### src/rtl/adc_accum_pkg.sv
// adc_accum_pkg: shared widths, FSM state type and frame-length helpers
// for the ADC frame accumulator (adc_frame_accumulator, adc_accum_channel).
package adc_accum_pkg;

    localparam int DATA_W    = 18;
    localparam int SUM_W     = 32;
    localparam int CNT_W     = 13;
    localparam int MAX_SHIFT = 12;

    typedef enum logic {
        IDLE,
        ACCUM
    } state_t;

    // Frame length exponents above MAX_SHIFT are treated as MAX_SHIFT.
    function automatic logic [3:0] clamp_shift(input logic [3:0] s);
        return (s > 4'(MAX_SHIFT)) ? 4'(MAX_SHIFT) : s;
    endfunction

    // Number of beats in a frame, 1 .. 4096.
    function automatic logic [CNT_W-1:0] frame_len(input logic [3:0] s);
        return CNT_W'(1) << s;
    endfunction

endpackage

### src/rtl/adc_accum_channel.sv
// adc_accum_channel: per-channel running sum/count (and min/max when
// ADC_ACCUM_MINMAX_EN is defined) for one ADC channel of a frame.
// Ports: clk, rst (sync, active-high); beat = accepted sample beat;
// first = beat is the first of a frame (reloads instead of adding);
// sample_valid/data = this channel's sample; *_nxt = frame value
// including the current beat, sampled by the top on the last beat.
module adc_accum_channel
    import adc_accum_pkg::*;
(
    input  logic              clk,
    input  logic              rst,
    input  logic              beat,
    input  logic              first,
    input  logic              sample_valid,
    input  logic [DATA_W-1:0] data,
`ifdef ADC_ACCUM_MINMAX_EN
    output logic [DATA_W-1:0] min_nxt,
    output logic [DATA_W-1:0] max_nxt,
`endif
    output logic [SUM_W-1:0]  sum_nxt,
    output logic [CNT_W-1:0]  count_nxt
);

    logic [SUM_W-1:0] sum_q;
    logic [CNT_W-1:0] count_q;
    logic [SUM_W-1:0] contrib;

    always_comb begin
        contrib = '0;
        if (sample_valid) begin
            contrib = {{(SUM_W-DATA_W){data[DATA_W-1]}}, data};
        end
        sum_nxt   = (first ? SUM_W'(0) : sum_q) + contrib;
        count_nxt = (first ? CNT_W'(0) : count_q) + CNT_W'(sample_valid);
    end

    always_ff @(posedge clk) begin
        if (rst) begin
            sum_q   <= '0;
            count_q <= '0;
        end else if (beat) begin
            sum_q   <= sum_nxt;
            count_q <= count_nxt;
        end
    end

`ifdef ADC_ACCUM_MINMAX_EN
    logic signed [DATA_W-1:0] min_q;
    logic signed [DATA_W-1:0] max_q;
    logic signed [DATA_W-1:0] sdata;
    logic                     have_prev;

    // A channel with no valid sample yet in the frame reports 0, and the
    // first valid sample seeds both extremes.
    always_comb begin
        sdata     = signed'(data);
        have_prev = !first && (count_q != '0);
        min_nxt   = first ? '0 : min_q;
        max_nxt   = first ? '0 : max_q;
        if (sample_valid) begin
            if (!have_prev || sdata < min_q) begin
                min_nxt = data;
            end
            if (!have_prev || sdata > max_q) begin
                max_nxt = data;
            end
        end
    end

    always_ff @(posedge clk) begin
        if (rst) begin
            min_q <= '0;
            max_q <= '0;
        end else if (beat) begin
            min_q <= signed'(min_nxt);
            max_q <= signed'(max_nxt);
        end
    end
`endif

endmodule

### src/rtl/adc_frame_accumulator.sv
// adc_frame_accumulator: sums 2^accum_shift ADC beats per frame, per channel,
// and presents one result per frame on a valid/ready output register.
// Ports: clk, rst (sync, active-high); enable; accum_shift (clamped to 12);
// in_valid/in_ts/in_ch_valid/in_data = ADC beat; out_valid/out_ready
// handshake; out_ts/out_sum/out_count = frame result; dropped_frames
// (saturating). Define ADC_ACCUM_MINMAX_EN to add out_min/out_max.
module adc_frame_accumulator
    import adc_accum_pkg::*;
#(
    parameter int NUM_ADC = 16
) (
    input  logic                      clk,
    input  logic                      rst,
    input  logic                      enable,
    input  logic [3:0]                accum_shift,
    input  logic                      in_valid,
    input  logic [63:0]               in_ts,
    input  logic [NUM_ADC-1:0]        in_ch_valid,
    input  logic [NUM_ADC*DATA_W-1:0] in_data,
    output logic                      out_valid,
    input  logic                      out_ready,
    output logic [63:0]               out_ts,
    output logic [NUM_ADC*SUM_W-1:0]  out_sum,
    output logic [NUM_ADC*CNT_W-1:0]  out_count,
`ifdef ADC_ACCUM_MINMAX_EN
    output logic [NUM_ADC*DATA_W-1:0] out_min,
    output logic [NUM_ADC*DATA_W-1:0] out_max,
`endif
    output logic [15:0]               dropped_frames
);

    state_t state_q;
    state_t state_nxt;

    logic [CNT_W-1:0] beat_cnt_q;
    logic [3:0]       shift_q;
    logic [63:0]      ts_q;

    logic       beat;
    logic       first_beat;
    logic       last_beat;
    logic [3:0] eff_shift;

    logic [NUM_ADC*SUM_W-1:0] sum_nxt;
    logic [NUM_ADC*CNT_W-1:0] count_nxt;
`ifdef ADC_ACCUM_MINMAX_EN
    logic [NUM_ADC*DATA_W-1:0] min_nxt;
    logic [NUM_ADC*DATA_W-1:0] max_nxt;
`endif

    always_ff @(posedge clk) begin
        if (rst) begin
            state_q <= IDLE;
        end else begin
            state_q <= state_nxt;
        end
    end

    always_comb begin
        state_nxt = state_q;
        unique case (state_q)
            IDLE:  if (enable)  state_nxt = ACCUM;
            ACCUM: if (!enable) state_nxt = IDLE;
        endcase
    end

    // The first beat of a frame uses accum_shift directly so a one-beat
    // frame can complete on that same beat; later beats use the latch.
    always_comb begin
        beat       = (state_q == ACCUM) && enable && in_valid;
        first_beat = (beat_cnt_q == '0);
        eff_shift  = first_beat ? clamp_shift(accum_shift) : shift_q;
        last_beat  = beat &&
                     ((beat_cnt_q + CNT_W'(1)) == frame_len(eff_shift));
    end

    for (genvar i = 0; i < NUM_ADC; i++) begin : g_ch
        adc_accum_channel u_ch (
            .clk          (clk),
            .rst          (rst),
            .beat         (beat),
            .first        (first_beat),
            .sample_valid (in_ch_valid[i]),
            .data         (in_data[i*DATA_W +: DATA_W]),
`ifdef ADC_ACCUM_MINMAX_EN
            .min_nxt      (min_nxt[i*DATA_W +: DATA_W]),
            .max_nxt      (max_nxt[i*DATA_W +: DATA_W]),
`endif
            .sum_nxt      (sum_nxt[i*SUM_W +: SUM_W]),
            .count_nxt    (count_nxt[i*CNT_W +: CNT_W])
        );
    end

    always_ff @(posedge clk) begin
        if (rst) begin
            beat_cnt_q <= '0;
            shift_q    <= '0;
            ts_q       <= '0;
        end else if (state_q == ACCUM && !enable) begin
            beat_cnt_q <= '0;
        end else if (beat) begin
            beat_cnt_q <= last_beat ? '0 : beat_cnt_q + CNT_W'(1);
            if (first_beat) begin
                shift_q <= eff_shift;
                ts_q    <= in_ts;
            end
        end
    end

    // A completing frame is dropped only if the held result is not being
    // taken this cycle; an accept and a new load may share a cycle.
    always_ff @(posedge clk) begin
        if (rst) begin
            out_valid      <= 1'b0;
            out_ts         <= '0;
            out_sum        <= '0;
            out_count      <= '0;
            dropped_frames <= '0;
`ifdef ADC_ACCUM_MINMAX_EN
            out_min        <= '0;
            out_max        <= '0;
`endif
        end else if (last_beat) begin
            if (out_valid && !out_ready) begin
                if (dropped_frames != 16'hFFFF) begin
                    dropped_frames <= dropped_frames + 16'd1;
                end
            end else begin
                out_valid <= 1'b1;
                out_ts    <= first_beat ? in_ts : ts_q;
                out_sum   <= sum_nxt;
                out_count <= count_nxt;
`ifdef ADC_ACCUM_MINMAX_EN
                out_min   <= min_nxt;
                out_max   <= max_nxt;
`endif
            end
        end else if (out_valid && out_ready) begin
            out_valid <= 1'b0;
        end
    end

endmodule

### config.mk
export PLATFORM = sky130hd
export DESIGN_NAME = adc_frame_accumulator
export DESIGN_NICKNAME = d
export VERILOG_FILES = /design/src/rtl/adc_accum_pkg.sv /design/src/rtl/adc_accum_channel.sv /design/src/rtl/adc_frame_accumulator.sv
export SDC_FILE = /design/constraint.sdc
export NUM_CORES = 2
export LEC_CHECK = 0
export BUFFER_PORTS_ARGS = -buffer_cell sky130_fd_sc_hd__buf_4
export CAP_MARGIN = 20
export CORE_MARGIN = 2
export CORE_UTILIZATION = 43
export CTS_CLUSTER_DIAMETER = 80
export DETAILED_ROUTE_END_ITERATION = 10
export HOLD_SLACK_MARGIN = 0.03
export SLEW_MARGIN = 30
export SYNTH_ARGS = -nofsm -noshare
export SYNTH_HDL_FRONTEND = slang
export SYNTH_SLANG_ARGS = --single-unit
### constraint.sdc
create_clock -name clk -period 5.1 [get_ports clk]
set_clock_uncertainty 0.05 [all_clocks]
set_input_delay 0 -clock clk [delete_from_list [all_inputs] [get_ports clk]]
set_output_delay 0 -clock clk [all_outputs]
set_load 0.02 [all_outputs]
==> metrics.txt <==
fin crit period 4.90 ns; Core Area between 200000 and 250000 um^2; RSZ-0062 raised after global routing yes; first-pass GRT wire length just under 500000 um; Vias 88700; drc violations 0; Final Slew Violations 0; htree depth 4; area of the multi-input gates 54400 um^2; most frequent cell after synthesis nand2_1; Data arrival, critical path between 5 and 6 ns; top_reg_cell synth dfxtp_1; VDD IR-drop max about 360 uV; yosys warns 0; initial core utilization 43.2%; fraction of registers with async set/reset 0%; post-synthesis sequential area ratio 35.9%; clock slew at reported path FFs 0.06 ns; crit end category flip-flop; total chip power ~0.029 W; Vias/cell 5.47; CP Class reg -> reg; share of layout cells above drive strength 1 13.1%; Worst-Skew Late Latency 0.84 ns; Buffers on Ports ~1200; LEAKAGE 47.3 nW; GR Overflow Total 0; antenna-violating nets left 0; worst hold-check path type in -> reg; top cells by count, synth nand2_1, a21oi_1, dfxtp_1; power density over cell area around 250 nW/um^2; io pins ~1200; Fill cells between 15000 and 20000; Max transition margin a little under a third; Worst Path Required around 5.7 ns; Tot GR Track Use 28.8%; Pre-antenna DRT Iters 6; Avg WL per Cell 19.8 um; Die H between 400 and 500 um; area of the mapped netlist about 90000 um^2; Setup violations, final 0; top post-synthesis cells by area dfxtp_1, nand2_1, a21oi_1; Syn Area/Cell around 7.5 um^2; row cnt around 170; Die X ~460 um; largest net degree at the start of global routing between 200 and 250; Iteration-0 DRC Markers 5628; share of the synthesized area in the top cell type a little over a third; # nets final between 10000 and 15000; outcome completed; Post-Syn Instances approximately 12000; CP startpoint kind flip-flop; CTS tree done; register area 32100 um^2; Post-Syn Nets about 13000; Final Hold Viols 0; worst setup margin 0.196 ns; total CTS buffers between 150 and 200; number of global-route vias before repair between 80000 and 90000; initial antenna violation count 16; Worst Path Max Fanout 11; clock sinks about 1600; drt total wl approximately 320000 um; Final period util a little over nine tenths; unique cell type count in the Yosys netlist 82; Layout area overhead 26.8%; clock root cell clkbuf_16; dominant cell type by area after synthesis dfxtp_1; count of flip-flops with a built-in enable after synthesis 0; max_cap viols 0; die area 212000 um^2; Fmax 204 MHz; Slew @ Worst Pin 1.03 ns; dpl hpwl 224000 um; Post-Place Worst Slack -0.0624 ns; gp weighted congestion 0.935; Seq cells post-synth 1603; clock buffer depth 3
[metrics by stage]
stage,util (%),cell area [um^2],setup TNS [ns],std cells,hold slack (ns)
after global placement,48.9,101000,-0.315,15300,0.207
after floorplan,-,89400,0,11900,0.0846
after CTS,54.5,113000,0,16200,0.0301
final,54.8,113000,0,16200,0.0509
after detailed placement,48.9,101000,-0.120,15300,0.218
after global routing,54.8,113000,-0.156,16200,0.0655
[cell usage in the layout (no fill, tap or decap), types with 21 or more instances in the layout]
cell	synthesis	layout
a211oi_1	172	168
a21o_1	208	208
a21oi_1	1835	1831
a22oi_1	47	47
a31oi_1	56	53
and2_1	837	836
and3_1	148	147
buf_12	0	40
buf_4	0	1356
clkbuf_1	599	47
clkbuf_16	0	189
clkbuf_8	0	37
dfxtp_1	1603	1603
dlygate4sd3_1	0	547
ha_1	531	531
inv_1	120	120
nand2_1	2773	2771
nand2b_1	45	44
nand3_1	248	246
nand3b_1	88	88
nand4_1	60	60
nor2_1	722	718
nor2b_1	38	38
nor3_1	116	115
nor3b_1	26	26
nor4_1	28	28
o211ai_1	25	25
o21a_1	71	71
o21ai_0	398	392
o21bai_1	74	74
o31ai_1	22	22
or3_1	21	21
xnor2_1	360	360
xor2_1	288	288
[routing by layer]
layer / routed length [um] / vias up / GRT usage [%] / part of all wire, %
met5: 13 / - / 0 / 0.0040
met2: 147000 / 2443 / 46.8 / 46
li1: - / 43500 / - / -
met4: 19600 / 2 / 16.1 / 6.1
met1: 136000 / 42100 / 35.9 / 42
met3: 19500 / 634 / 5.29 / 6.0
[cell type report]
class	count	area share (%)
diodes	13	0.0287
clock buffers	268	4.67
clock inverters	60	0.789
inverters	120	0.397
multi-input cells	9498	48.0
flip-flops and latches	1603	28.3
well taps	2704	2.99
repair buffers	1959	14.8
[timing repair]
action / in CTS / in global routing
gates cloned: 0 / 5
hold buffers: 547 / 0
hold endpoints to repair: 1217 / 0
resized for setup: 1 / 39
pin swaps: 0 / 13
buffers inserted: 0 / 19
setup endpoints to repair: 2 / 123
[where the power goes]
part / total [W] / leakage, nW / switching [W] / internal (W)
registers: 0.0126 / 12.9 / 0.0000411 / 0.0126
clock network: 0.0137 / 3.01 / 0.00569 / 0.00806
logic: 0.00236 / 31.3 / 0.00136 / 0.000994
total: 0.0287 / 47.3 / 0.00709 / 0.0217
[state kept, by name (all words and copies together), names as in the netlist]
register,cells
beat_cnt_q,13
dropped_frames,16
g_ch.u_ch.count_q,208
g_ch.u_ch.sum_q,512
out_count,208
out_sum,512
out_ts,64
out_valid,1
shift_q,4
state_q,1
ts_q,64
[kinds of logic (layout without fill, tap and decap cells)]
family	after synthesis	count (layout)	synth area share [%]
adders and majority gates	547	547	7.79
DFF	1603	1603	35.9
and+or+nand+nor	5206	5206	26.5
xor gates and xnor gates	648	648	6.35
AOI/OAI and AO/OA	3083	3083	19.8
other	0	13	0
buffers and inverters	817	2407	3.53
muxes	14	14	0.161
[final timing paths]
path | start | end | depth (start not counted) | slack [ns]
setup / recovery | beat_cnt_q[1] | g_ch[9].u_ch.sum_q[31] | 20 | 0.20
hold / removal | in_data[102] | g_ch[5].u_ch.sum_q[12] | 7 | 0.05
setup reg to reg | beat_cnt_q[1] | g_ch[9].u_ch.sum_q[31] | 20 | 0.20
hold reg to reg | g_ch[9].u_ch.sum_q[18] | g_ch[9].u_ch.sum_q[18] | 2 | 0.40
[critical path, cell delays in order, from the launching register on]
cell and delay [ns]:
dfxtp_1 0.34, inv_1 0.08, ha_1 0.16, nor4b_4 0.27, nand3_4 0.22, clkbuf_2 0.23
buf_4 0.19, clkbuf_16 0.20, and2_1 0.17, ha_1 0.33, o21ai_0 0.10, nor2_1 0.09
o311a_1 0.30, or3b_2 0.51, a211oi_2 0.29, o31ai_1 0.15, o21ai_1 0.22, o21ai_0 0.18
a21oi_1 0.22, mux2i_1 0.26, a221oi_1 0.13
No activity file was read; power rests on OpenSTA's default activity.
